<file path="config.mk">
export PLATFORM = sky130hd
export DESIGN_NAME = sevenseg_capture_flat
export DESIGN_NICKNAME = d
export VERILOG_FILES = /design/src/rtl/sevenseg_if.sv /design/src/rtl/sevenseg_capture.sv /design/src/flat_wrapper.sv
export SDC_FILE = /design/constraint.sdc
export NUM_CORES = 1
export LEC_CHECK = 0
export ABC_CLOCK_PERIOD_IN_PS = 5200
export CAP_MARGIN = 20
export CORE_ASPECT_RATIO = 1.5
export CORE_UTILIZATION = 35
export CTS_CLUSTER_SIZE = 24
export DETAILED_ROUTE_END_ITERATION = 16
export GPL_ROUTABILITY_DRIVEN = 0
export RECOVER_POWER = 50
export SLEW_MARGIN = 15
export SYNTH_ARGS = -nofsm -noshare
export SYNTH_HDL_FRONTEND = slang
export SYNTH_SLANG_ARGS = --single-unit
</file>
<file path="constraint.sdc">
create_clock -name clk -period 5.2 [get_ports clk]
set_clock_uncertainty 0.05 [all_clocks]
set_input_delay 0.52 -clock clk [delete_from_list [all_inputs] [get_ports clk]]
set_output_delay 0.52 -clock clk [all_outputs]
set_load 0.01 [all_outputs]
</file>
<file path="src/rtl/sevenseg_if.sv">
// Seven-segment capture bus: display-side pins in, recovered digit data and pulses out.
interface sevenseg_if #(
   parameter int unsigned NUM_DIGITS = 4
) ();
   logic [6:0]              seg_n;
   logic [NUM_DIGITS-1:0]   dig_sel_n;
   logic                    clr;
   logic [4*NUM_DIGITS-1:0] digits;
   logic [NUM_DIGITS-1:0]   digit_valid;
   logic [NUM_DIGITS-1:0]   blank;
   logic                    cap_stb;
   logic                    illegal;
   logic                    sel_err;
   logic                    frame_done;

   // Drives the display pins and clear; observes recovered data.
   modport master (
      output seg_n, dig_sel_n, clr,
      input  digits, digit_valid, blank, cap_stb, illegal, sel_err, frame_done
   );

   // The capture block itself.
   modport slave (
      input  seg_n, dig_sel_n, clr,
      output digits, digit_valid, blank, cap_stb, illegal, sel_err, frame_done
   );
endinterface

</file>
<file path="src/rtl/sevenseg_capture.sv">
// Recovers hex digit values from a multiplexed, active-low seven-segment bus.
module sevenseg_capture #(
   parameter int unsigned NUM_DIGITS    = 4,
   parameter int unsigned STABLE_CYCLES = 16
) (
   input  logic       clk,
   input  logic       rst_n,
   sevenseg_if.slave  bus
);

   localparam int unsigned SW    = 7 + NUM_DIGITS;
   localparam int unsigned CNT_W = $clog2(STABLE_CYCLES);
   localparam logic [CNT_W-1:0] CNT_MAX = CNT_W'(STABLE_CYCLES - 1);
   localparam logic [NUM_DIGITS-1:0] ALL_DIGITS = {NUM_DIGITS{1'b1}};

   typedef enum logic [1:0] {
      SETTLE  = 2'd0,
      CAPTURE = 2'd1,
      HOLD    = 2'd2
   } state_t;

   state_t state_q, state_nxt;

   logic [SW-1:0]    sync1_q, sync2_q, prev_q;
   logic [CNT_W-1:0] cnt_q, cnt_nxt_c;
   logic             change_c;
   logic             capture_c;

   logic [6:0]              seg_c;
   logic [NUM_DIGITS-1:0]   sel_c;
   logic                    sel_any_c, sel_multi_c;
   logic                    dec_legal_c;
   logic [3:0]              dec_val_c;

   logic [4*NUM_DIGITS-1:0] digits_q, digits_nxt;
   logic [NUM_DIGITS-1:0]   valid_q, valid_nxt;
   logic [NUM_DIGITS-1:0]   blank_q, blank_nxt;
   logic [NUM_DIGITS-1:0]   mask_q, mask_nxt;
   logic                    stb_q, stb_nxt;
   logic                    ill_q, ill_nxt;
   logic                    selerr_q, selerr_nxt;
   logic                    fd_q, fd_nxt;

   // Pattern lookup: returns {legal, value}.
   function automatic logic [4:0] decode(input logic [6:0] s);
      case (s)
         7'h3F:   decode = 5'h10;
         7'h06:   decode = 5'h11;
         7'h5B:   decode = 5'h12;
         7'h4F:   decode = 5'h13;
         7'h66:   decode = 5'h14;
         7'h6D:   decode = 5'h15;
         7'h7D:   decode = 5'h16;
         7'h07:   decode = 5'h17;
         7'h7F:   decode = 5'h18;
         7'h6F:   decode = 5'h19;
         7'h77:   decode = 5'h1A;
         7'h7C:   decode = 5'h1B;
         7'h39:   decode = 5'h1C;
         7'h5E:   decode = 5'h1D;
         7'h79:   decode = 5'h1E;
         7'h71:   decode = 5'h1F;
         default: decode = 5'h00;
      endcase
   endfunction

   // Two-stage synchroniser (stored active-high) plus previous-sample register.
   always_ff @(posedge clk or negedge rst_n) begin
      if (!rst_n) begin
         sync1_q <= '0;
         sync2_q <= '0;
         prev_q  <= '0;
      end else begin
         sync1_q <= ~{bus.dig_sel_n, bus.seg_n};
         sync2_q <= sync1_q;
         prev_q  <= sync2_q;
      end
   end

   // Stability counter: restarts on any change, saturates at the threshold.
   always_comb begin
      change_c  = (sync2_q != prev_q);
      cnt_nxt_c = cnt_q;
      if (change_c)
         cnt_nxt_c = '0;
      else if (cnt_q != CNT_MAX)
         cnt_nxt_c = cnt_q + CNT_W'(1);
   end

   // Counter and FSM state registers.
   always_ff @(posedge clk or negedge rst_n) begin
      if (!rst_n) begin
         cnt_q   <= '0;
         state_q <= SETTLE;
      end else begin
         cnt_q   <= cnt_nxt_c;
         state_q <= state_nxt;
      end
   end

   // Next state: one CAPTURE per stable window; any change restarts settling.
   always_comb begin
      state_nxt = state_q;
      capture_c = 1'b0;
      case (state_q)
         SETTLE:  if (cnt_nxt_c == CNT_MAX) state_nxt = CAPTURE;
         CAPTURE: begin
            capture_c = 1'b1;
            state_nxt = HOLD;
         end
         HOLD:    state_nxt = HOLD;
         default: state_nxt = SETTLE;
      endcase
      if (change_c)
         state_nxt = SETTLE;
   end

   // Classify the stable sample; prev_q holds the window value during CAPTURE.
   always_comb begin
      seg_c       = prev_q[6:0];
      sel_c       = prev_q[SW-1:7];
      sel_any_c   = |sel_c;
      sel_multi_c = |(sel_c & (sel_c - NUM_DIGITS'(1)));
      {dec_legal_c, dec_val_c} = decode(seg_c);
   end

   // Capture update, frame tracking and clear (clear wins over data, not pulses).
   always_comb begin
      digits_nxt = digits_q;
      valid_nxt  = valid_q;
      blank_nxt  = blank_q;
      mask_nxt   = mask_q;
      stb_nxt    = 1'b0;
      ill_nxt    = 1'b0;
      selerr_nxt = 1'b0;
      fd_nxt     = 1'b0;

      if (mask_q == ALL_DIGITS) begin
         fd_nxt   = 1'b1;
         mask_nxt = '0;
      end

      if (capture_c && sel_any_c) begin
         stb_nxt = 1'b1;
         if (sel_multi_c)
            selerr_nxt = 1'b1;
         else if (!dec_legal_c && (seg_c != 7'h00))
            ill_nxt = 1'b1;
      end

      if (capture_c && sel_any_c && !sel_multi_c) begin
         for (int i = 0; i < int'(NUM_DIGITS); i++) begin
            if (sel_c[i]) begin
               if (dec_legal_c) begin
                  digits_nxt[4*i +: 4] = dec_val_c;
                  valid_nxt[i] = 1'b1;
                  blank_nxt[i] = 1'b0;
                  mask_nxt[i]  = 1'b1;
               end else if (seg_c == 7'h00) begin
                  valid_nxt[i] = 1'b0;
                  blank_nxt[i] = 1'b1;
                  mask_nxt[i]  = 1'b1;
               end else begin
                  valid_nxt[i] = 1'b0;
                  blank_nxt[i] = 1'b0;
               end
            end
         end
      end

      if (bus.clr) begin
         digits_nxt = '0;
         valid_nxt  = '0;
         blank_nxt  = '0;
         mask_nxt   = '0;
         fd_nxt     = 1'b0;
      end
   end

   // Output and frame-mask registers.
   always_ff @(posedge clk or negedge rst_n) begin
      if (!rst_n) begin
         digits_q <= '0;
         valid_q  <= '0;
         blank_q  <= '0;
         mask_q   <= '0;
         stb_q    <= 1'b0;
         ill_q    <= 1'b0;
         selerr_q <= 1'b0;
         fd_q     <= 1'b0;
      end else begin
         digits_q <= digits_nxt;
         valid_q  <= valid_nxt;
         blank_q  <= blank_nxt;
         mask_q   <= mask_nxt;
         stb_q    <= stb_nxt;
         ill_q    <= ill_nxt;
         selerr_q <= selerr_nxt;
         fd_q     <= fd_nxt;
      end
   end

   assign bus.digits      = digits_q;
   assign bus.digit_valid = valid_q;
   assign bus.blank       = blank_q;
   assign bus.cap_stb     = stb_q;
   assign bus.illegal     = ill_q;
   assign bus.sel_err     = selerr_q;
   assign bus.frame_done  = fd_q;

endmodule
</file>
<file path="src/flat_wrapper.sv">
// flat-port wrapper written by rule: the top's interface ports become plain ports
module sevenseg_capture_flat 
#(
   parameter int unsigned NUM_DIGITS    = 4,
   parameter int unsigned STABLE_CYCLES = 16
)
  (clk, rst_n, bus_seg_n, bus_dig_sel_n, bus_clr, bus_digits, bus_digit_valid, bus_blank, bus_cap_stb, bus_illegal, bus_sel_err, bus_frame_done);
  sevenseg_if #(.NUM_DIGITS(NUM_DIGITS)) bus_i ();
  input  logic clk;
  input  logic rst_n;
  input wire logic [$bits(bus_i.seg_n)-1:0] bus_seg_n;
  input wire logic [$bits(bus_i.dig_sel_n)-1:0] bus_dig_sel_n;
  input wire logic [$bits(bus_i.clr)-1:0] bus_clr;
  output wire logic [$bits(bus_i.digits)-1:0] bus_digits;
  output wire logic [$bits(bus_i.digit_valid)-1:0] bus_digit_valid;
  output wire logic [$bits(bus_i.blank)-1:0] bus_blank;
  output wire logic [$bits(bus_i.cap_stb)-1:0] bus_cap_stb;
  output wire logic [$bits(bus_i.illegal)-1:0] bus_illegal;
  output wire logic [$bits(bus_i.sel_err)-1:0] bus_sel_err;
  output wire logic [$bits(bus_i.frame_done)-1:0] bus_frame_done;
  assign bus_i.seg_n = bus_seg_n;
  assign bus_i.dig_sel_n = bus_dig_sel_n;
  assign bus_i.clr = bus_clr;
  assign bus_digits = bus_i.digits;
  assign bus_digit_valid = bus_i.digit_valid;
  assign bus_blank = bus_i.blank;
  assign bus_cap_stb = bus_i.cap_stb;
  assign bus_illegal = bus_i.illegal;
  assign bus_sel_err = bus_i.sel_err;
  assign bus_frame_done = bus_i.frame_done;
  sevenseg_capture #(.NUM_DIGITS(NUM_DIGITS), .STABLE_CYCLES(STABLE_CYCLES)) u_core (.clk(clk), .rst_n(rst_n), .bus(bus_i));
endmodule
</file>
==> impl_metrics.ini, run 1 <==
[status]
outcome = completed

[global_routing]
grt_pass1_wl_um = 10600
grt_usage_pct = 14.5
grt_max_degree = 72
antenna_found_initial = 0
gr-total-overflow = 0
grt_pass1_vias = 2288

[placed_design]
port_buffers = 41
place_ws_ps = 2420
hpwlAfterDp_um = 4460
placedInstanceArea_mm2 = 0.00374

[synthesis]
avgSynthCellArea_um2 = 10.5
yosys.area.top_type = dfrtp_1
netlist.area_leader.share_pct = 54.0
ys.flop_type = dfrtp_1
async_reset_ff_share_pct = 100
synth_cells = 313
synthesis.area_mm2 = 0.00329
synth_nets = 331
synth.yosys.seq_area_share_pct = 54.0
yosys_warnings = 0
synth_edf_count = 0
yosys.cell_types.count = 54
yosys-top-cells-area = dfrtp_1 (54%), nand2_1 (3.5%), nand3_1 (3.2%)
synth-seq-cells = 71

[cts]
cts_made_buffers = 9
cts_buffer_depth = 2
cts_setup_buffers = 0
hold_buffers = 0
cts_tree = done
clock_latency_ps = 330
cts_sinks = 71
cts_resized = 0
htreeDepth = 3
cts.clk_slew.worst_paths_ps = 60
root_buffer = clkbuf_16

[sta]
setup_violations = 0
tns_ps = 0
fin_crit_sh_pct = 47.0
max_freq_ghz = 0.409
period_needed_ps = 2440
hold_violations = 0
rsz0062_at_grt = no
worst_slew_pin_slew_ps = 931
timing.final.ws_setup_ps = 2760
final_max_slew_viol_count = 0
slew_headroom_pct = 37.7

[routing]
wire_per_inst_um = 13.8
drtPass1Iterations = 6
wl_um = 6400
ant_nets = 0
route.detailed.drc = 0
first_iter_violations = 65
vias_per_cell = 5.15
num_vias = 2383

[floorplan]
dieHeight_um = 121
start_util_pct = 35.8
rows = 43
pin_count = 42
core_area_mm2 = 0.00920
design.die.area_mm2 = 0.00981
die_x_um = 81.2

[power]
internal-power_uw = 1090
vdd_drop_max_mv = 0.191
p_leak_uw = 0.00173
p_per_area_mw_per_mm2 = 341
p_comb_share_pct = 6.6
switching_share_pct = 22.0
seq_power_share_pct = 43.0
p_switching_uw = 306
pwr-share-clk_pct = 50.4

[cells_and_area]
fin_nets = 364
layout-drive-gt1-share_pct = 8.26
fillers = 857
area_delta_synth_final_pct = 24.2
antenna_cells = 0
design_area_mm2 = 0.00409

[critical_path]
rrSetupSlack_ps = 2780
rr_endpoint = u_core.bus.digits[12]
start_kind = input pin
cp-end-kind = register
reg2reg_from = u_core.prev_q[0]
crit_required_ps = 5370
r2r_cells = 5
critPathLaunch = bus_clr
crit_fanout = 23
path_class = input pin to register
crit_arrival_ps = 2610

[hold_path]
whs_endpoint = u_core.sync2_q[8]
min_path_cells = 0
min_path_type = register to register
min-delay-start = u_core.sync1_q[8]

[job]
drv_cap = 0
-- logic make-up after synthesis --
logic type                 count (synthesis)  share of synthesized area, %
xor gates and xnor gates                  13                          3.46
adders and majority gates                  4                          1.52
DFF                                       71                          54.0
muxes                                      3                         0.912
buffers and inverters                     46                          6.04
AOI/OAI and AO/OA                         62                          15.1
and+or+nand+nor                          114                          19.0
-- area by class of cell --
| type | instances | area, um2 | share of cell area (%) |
|---|---|---|---|
| inverter | 26 | 97.6 | 2.39 |
| sequential | 71 | 1780 | 43.4 |
| tap | 112 | 140 | 3.43 |
| multi-input combinational | 196 | 1320 | 32.2 |
| timing repair buffer | 42 | 413 | 10.1 |
| clock inverter | 7 | 121 | 2.97 |
| clock buffer | 9 | 225 | 5.51 |
-- worst max-delay path by stage --
stage	slack [ps]	cells after the start	endpoint
after floorplan	3420	6	u_core.bus.digits[2]
after global placement	2450	4	u_core.mask_q[2]
after detailed placement	2420	4	u_core.mask_q[2]
after CTS	2780	4	u_core.mask_q[3]
after global routing	2590	5	u_core.bus.illegal
final	2760	4	u_core.mask_q[3]
-- synthesized netlist by cell type (2+ instances only) --
master,count
a211oi_2,2
a21oi_1,9
a22o_1,2
a31oi_1,9
a32o_1,2
and2_1,4
and3_1,3
and3b_1,2
and4b_1,3
buf_2,6
buf_6,2
clkbuf_1,10
dfrtp_1,71
ha_1,4
inv_1,26
mux2i_1,3
nand2_1,31
nand2b_1,2
nand3_1,21
nand3b_1,5
nand4_1,2
nand4b_1,4
nor2_1,15
nor3_1,6
nor3b_1,2
nor4_1,3
nor4bb_1,4
o2111ai_1,2
o211ai_1,4
o21a_1,3
o21ai_0,10
o21ai_1,2
o311ai_2,6
o31a_1,2
xor2_1,12
-- worst max-delay path, stage by stage --
cell,delay (ps)
clkdlybuf4s50_1,1080
inv_1,470
and2_1,310
a22o_1,230
-- cell usage in the layout (no fill, tap or decap), drive strengths merged, types with 3 or more instances in the layout --
cell type | synthesis | routed
a211oi | 3 | 3
a21oi | 9 | 9
a31oi | 9 | 9
and2 | 4 | 4
and3 | 3 | 3
and4b | 3 | 3
bufinv | 0 | 3
clkbuf | 10 | 9
clkdlybuf4s50 | 0 | 29
clkinvlp | 0 | 3
dfrtp | 71 | 71
dlygate4sd3 | 0 | 11
ha | 4 | 4
inv | 26 | 26
mux2i | 3 | 3
nand2 | 32 | 32
nand3 | 21 | 21
nand3b | 5 | 5
nand4b | 4 | 4
nor2 | 15 | 15
nor3 | 7 | 7
nor4 | 3 | 3
nor4bb | 4 | 4
o211ai | 4 | 4
o21a | 3 | 3
o21ai | 12 | 12
o311ai | 6 | 6
xor2 | 12 | 12
-- metal layers --
metal | GRT usage [%] | share of wire (%) | vias to the layer above
met5 | 0 | 0 | -
met4 | 9.82 | 2.5 | 0
met1 | 15.9 | 43 | 1151
met3 | 2.57 | 3.2 | 10
met2 | 24.8 | 51 | 52
li1 | - | - | 1170
-- per-stage QoR --
| stage | utilization, % | hold WS, ps | cells | power [uW] |
|---|---|---|---|---|
| finish | 44.5 | 297 | 463 | 1390 |
| global route | 44.5 | 301 | 463 | 1440 |
| CTS | 44.5 | 299 | 463 | 1410 |
| detailed placement | 40.7 | 285 | 447 | 705 |
| global placement | 40.7 | 282 | 447 | 702 |
| floorplan | - | 174 | 313 | 658 |
-- sequential cells by signal, indices dropped and copies added, names as in the netlist, 4 cells and up --
signal,cells
u_core.bus.blank,4
u_core.bus.digit_valid,4
u_core.bus.digits,16
u_core.cnt_q,4
u_core.mask_q,4
u_core.prev_q,11
u_core.sync1_q,11
u_core.sync2_q,11
-- power by group through the flow --
stage               Clock, uW  Combinational, uW  Sequential [uW]
floorplan                   0               59.3              599
global placement            0               93.7              608
detailed placement          0               95.9              609
CTS                       714               95.9              599
global route              736                104              603
finish                    701               92.5              599
(Power assumes the default switching activity.)
==> inputs of run 2 (changes only) <==
--- a/config.mk
+++ b/config.mk
@@ -5,7 +5,7 @@
 export SDC_FILE = /design/constraint.sdc
 export NUM_CORES = 1
 export LEC_CHECK = 0
-export ABC_CLOCK_PERIOD_IN_PS = 5200
+export ABC_CLOCK_PERIOD_IN_PS = 2000
 export CAP_MARGIN = 20
 export CORE_ASPECT_RATIO = 1.5
 export CORE_UTILIZATION = 35
==> constraint.sdc (replaced) <==
create_clock -name clk -period 2 [get_ports clk]
set_clock_uncertainty 0.05 [all_clocks]
set_input_delay 0.2 -clock clk [delete_from_list [all_inputs] [get_ports clk]]
set_output_delay 0.2 -clock clk [all_outputs]
set_load 0.01 [all_outputs]
==> impl_metrics.ini, run 2 (synthesis gave the netlist of run 1 again) <==
[cts]
cts_made_buffers = 9
htreeDepth = 3
cts_tree = done
root_buffer = clkbuf_16
cts_sinks = 71
cts.clk_slew.worst_paths_ps = 60
cts_buffer_depth = 2
clock_latency_ps = 330

[critical_path]
cp-end-kind = register
rr_endpoint = u_core.bus.digits[2]
path_class = register to register
crit_fanout = 7
critPathLaunch = u_core.prev_q[0]
start_kind = register
rrSetupSlack_ps = 110
reg2reg_from = u_core.prev_q[0]
crit_required_ps = 2220
crit_arrival_ps = 2110
r2r_cells = 6

[cells_and_area]
largest_reg_flops = 16
layout-drive-gt1-share_pct = 14.2
seq_area_mm2 = 0.00178
antenna_cells = 0
fillers = 850
final_cell_mix = dfrtp_1 (70), nand2_1 (31), clkdlybuf4s50_1 (29), inv_1 (26), nand3_1 (20)
final_cells = 485
fin_nets = 386
final_common_cell = dfrtp_1
area_delta_synth_final_pct = 28.7
multi_input_area_mm2 = 0.00132

[sta]
fin_crit_sh_pct = 94.6
hold_violations = 0
period_needed_ps = 1890
hold-worst-slack_ps = 295
worst_slew_pin_slew_ps = 955
final_max_slew_viol_count = 0
setup_violations = 0
timing.final.ws_setup_ps = 108
max_freq_ghz = 0.529
slew_headroom_pct = 36.3

[global_routing]
grt_max_degree = 72
grt_pass1_wl_um = 10900
antenna_found_initial = 0
grt_util_met2_pct = 25.4
gr-total-overflow = 0
grt_pass1_vias = 2360
grt.busiest_layer = met2
gr-usage-met1_pct = 17.1
use_met3_pct = 4.60
grt_usage_pct = 14.9

[routing]
route.detailed.drc = 0
ant_nets = 0
drtPass1Iterations = 4
vias_per_cell = 5.07
wl_um = 6540
wire_per_inst_um = 13.5
num_vias = 2460
first_iter_violations = 111

[floorplan]
pin_count = 42
dieHeight_um = 121
rows = 43
die_x_um = 81.2
start_util_pct = 35.8
design.die.area_mm2 = 0.00981
core_area_mm2 = 0.00920

[hold_path]
min_path_cells = 0
min-delay-start = u_core.sync1_q[7]
min_path_type = register to register
whs_endpoint = u_core.sync2_q[7]

[job]
drv_cap = 0

[power]
vdd_drop_max_mv = 0.517
p_per_area_mw_per_mm2 = 802
p_leak_uw = 0.00183
total_power_uw = 3400

[placed_design]
port_buffers = 41
hpwlAfterDp_um = 4680
place_ws_ps = 83.9
place_inst = 466

[status]
outcome = completed
[run 2: changes by cell type in the layout (fill, tap and decap cells not counted), sizes merged]
cell	before	now
clkbuf	9	11
bufinv	3	1
dlygate4sd3	11	12
buf	2	22
clkinv	1	3
clkinvlp	3	2
[run 2: power by group]
| part | switching (uW) | total, uW | internal (uW) |
|---|---|---|---|
| Clock | 578 | 1570 | 991 |
| Sequential | 44.0 | 1540 | 1490 |
| Combinational | 152 | 295 | 142 |
[run 2: what timing repair did]
item	CTS	global route
gates resized for setup	0	5
hold buffers	1	0
endpoints found under the setup margin	0	20
buffers inserted	0	2
endpoints found under the hold margin	71	0
[run 2: metrics by stage]
stage / TNS (ps) / util (%) / instance area, um2
2_1_floorplan: 0 / - / 3290
3_3_place_gp: 0 / 42.5 / 3910
3_5_place_dp: 0 / 42.5 / 3910
4_1_cts: 0 / 45.9 / 4220
5_1_grt: -3.16 / 46.1 / 4240
6_report: 0 / 46.1 / 4240
[run 2: worst max-delay path by stage]
stage | slack (ps) | cells past startpoint | to
after floorplan | 220 | 6 | u_core.bus.digits[2]
after global placement | 100 | 6 | u_core.bus.digits[2]
after detailed placement | 80 | 6 | u_core.bus.digits[9]
after CTS | 70 | 6 | u_core.bus.digits[9]
after global routing | -3 | 6 | u_core.bus.digits[2]
final | 110 | 6 | u_core.bus.digits[2]
[run 2: cell type report]
cell class                      instances  area share, %
Multi-Input combinational cell        196           31.2
Sequential cell                        71           42.0
Timing Repair Buffer                   64           14.2
Clock buffer                           10           5.64
Tap cell                              112           3.31
Clock inverter                          6           1.42
Inverter                               26           2.30
[run 2: metal layers]
metal / vias up / share of wire (%)
met2: 50 / 53
met3: 7 / 4.1
li1: 1212 / -
met5: - / 0
met4: 0 / 1.3
met1: 1191 / 42
[run 2: worst max-delay path, stage by stage (launching register included)]
cell,delay (ps)
dfrtp_1,450
or4b_1,520
nand4_1,150
a211oi_4,110
buf_6,140
a311oi_1,250
o31a_1,170
==> inputs of run 3 (changes only) <==
--- a/config.mk
+++ b/config.mk
@@ -13,6 +13,7 @@
 export DETAILED_ROUTE_END_ITERATION = 16
 export GPL_ROUTABILITY_DRIVEN = 0
 export RECOVER_POWER = 50
+export SKIP_CTS_REPAIR_TIMING = 1
 export SLEW_MARGIN = 15
 export SYNTH_ARGS = -nofsm -noshare
 export SYNTH_HDL_FRONTEND = slang
==> impl_metrics.ini, run 3 (synthesis gave the netlist of run 1 again) <==
[critical_path]
critPathMaxStageDelay_ps = 520
path_cells = or4b_1 > nand4_1 > a211oi_4 > buf_6 > a311oi_1 > o31a_1
cp-end-kind = register
reg2reg_from = u_core.prev_q[0]
crit_required_ps = 2220
critPathSlowestCell = or4b_1
start_kind = register
rrSetupSlack_ps = 110
crit_arrival_ps = 2110
crit_fanout = 7
path_class = register to register
r2r_cells = 6
rr_endpoint = u_core.bus.digits[2]

[cts]
cts.clk_slew.worst_paths_ps = 60
root_buffer = clkbuf_16
cts_made_buffers = 9
htreeDepth = 3
clock_latency_ps = 330
cts_buffer_depth = 2
cts_tree = done
cts_sinks = 71

[placed_design]
hpwlAfterDp_um = 4680
place_ws_ps = 83.9
place_inst = 466
port_buffers = 41

[floorplan]
core_area_mm2 = 0.00920
pin_count = 42
start_util_pct = 35.8
design.die.area_mm2 = 0.00981
dieHeight_um = 121
die_x_um = 81.2
rows = 43

[cells_and_area]
antenna_cells = 0
final_cell_mix = dfrtp_1 (70), nand2_1 (31), clkdlybuf4s50_1 (29), inv_1 (26), nand3_1 (20)
area_delta_synth_final_pct = 28.7
fillers = 849
largest_reg_flops = 16
final_common_cell = dfrtp_1
layout-drive-gt1-share_pct = 14.2
fin_nets = 386
final_cells = 485

[global_routing]
grt_pass1_vias = 2348
grt_usage_pct = 14.8
gr-total-overflow = 0
grt_max_degree = 72
antenna_found_initial = 0
grt_pass1_wl_um = 10900

[routing]
vias_per_cell = 5.07
ant_nets = 0
route.detailed.drc = 0
num_vias = 2460
wire_per_inst_um = 13.5
drtPass1Iterations = 4
first_iter_violations = 105
wl_um = 6550

[sta]
final_max_slew_viol_count = 0
worst_slew_pin_slew_ps = 955
max_freq_ghz = 0.529
hold_violations = 0
fin_crit_sh_pct = 94.6
setup_violations = 0
period_needed_ps = 1890
timing.final.ws_setup_ps = 108
slew_headroom_pct = 36.3

[hold_path]
whs_endpoint = u_core.sync2_q[7]
min_path_type = register to register
min-delay-start = u_core.sync1_q[7]
min_path_cells = 0

[power]
pwr-share-clk_pct = 46.1
p_per_area_mw_per_mm2 = 802
seq_power_share_pct = 45.2
vdd_drop_max_mv = 0.514
internal-power_uw = 2630
p_switching_uw = 773
p_leak_uw = 0.00183
p_comb_share_pct = 8.7
switching_share_pct = 22.7

[job]
drv_cap = 0

[status]
outcome = completed
[run 3: cell counts in the layout (fill, tap and decap cells not counted)]
Identical to the previous run, type by type.
[run 3: area by class of cell]
| cell class | count | area, um2 | share of cell area [%] |
|---|---|---|---|
| tap | 112 | 140 | 3.31 |
| sequential | 71 | 1780 | 42.0 |
| clock buffer | 10 | 239 | 5.64 |
| multi-input combinational | 196 | 1320 | 31.2 |
| inverter | 26 | 97.6 | 2.30 |
| clock inverter | 6 | 60.1 | 1.42 |
| timing repair buffer | 64 | 601 | 14.2 |
[run 3: worst max-delay path: cells and delay by family (launching register included)]
family | cells | cell delay [ps]
compound gates | 3 | 530
simple gates | 2 | 670
buf+inv | 1 | 140
flops | 1 | 450
[run 3: worst max-delay path by stage]
| stage | from | to | slack, ps |
|---|---|---|---|
| 2_1_floorplan | u_core.prev_q[0] | u_core.bus.digits[2] | 220 |
| 3_3_place_gp | u_core.prev_q[4] | u_core.bus.digits[2] | 100 |
| 3_5_place_dp | u_core.prev_q[1] | u_core.bus.digits[9] | 80 |
| 4_1_cts | u_core.prev_q[1] | u_core.bus.digits[9] | 70 |
| 5_1_grt | u_core.prev_q[3] | u_core.bus.digits[2] | -3 |
| 6_report | u_core.prev_q[0] | u_core.bus.digits[2] | 110 |
[run 3: per-stage QoR]
step	total power, uW	cell area (um2)	hold WS, ps	util [%]	TNS [ps]
5_1_grt	3560	4240	303	46.1	-3.16
2_1_floorplan	1710	3290	-146	-	0
6_report	3400	4240	295	46.1	0
3_5_place_dp	1860	3910	206	42.5	0
4_1_cts	3440	4210	-151	45.8	0
3_3_place_gp	1850	3910	202	42.5	0
[run 3: routing by layer]
| layer | global-route usage (%) | up-vias | wire length, um |
|---|---|---|---|
| met5 | 0 | - | 0 |
| li1 | - | 1212 | - |
| met3 | 4.60 | 5 | 268 |
| met1 | 17.1 | 1194 | 2730 |
| met4 | 5.36 | 0 | 77 |
| met2 | 25.3 | 49 | 3470 |
[run 3: power groups by stage]
stage / clock [uW] / sequential [uW] / combinational (uW)
3_3_place_gp: 0 / 1560 / 294
2_1_floorplan: 0 / 1560 / 154
6_report: 1570 / 1540 / 295
3_5_place_dp: 0 / 1560 / 299
4_1_cts: 1610 / 1540 / 300
5_1_grt: 1680 / 1550 / 330
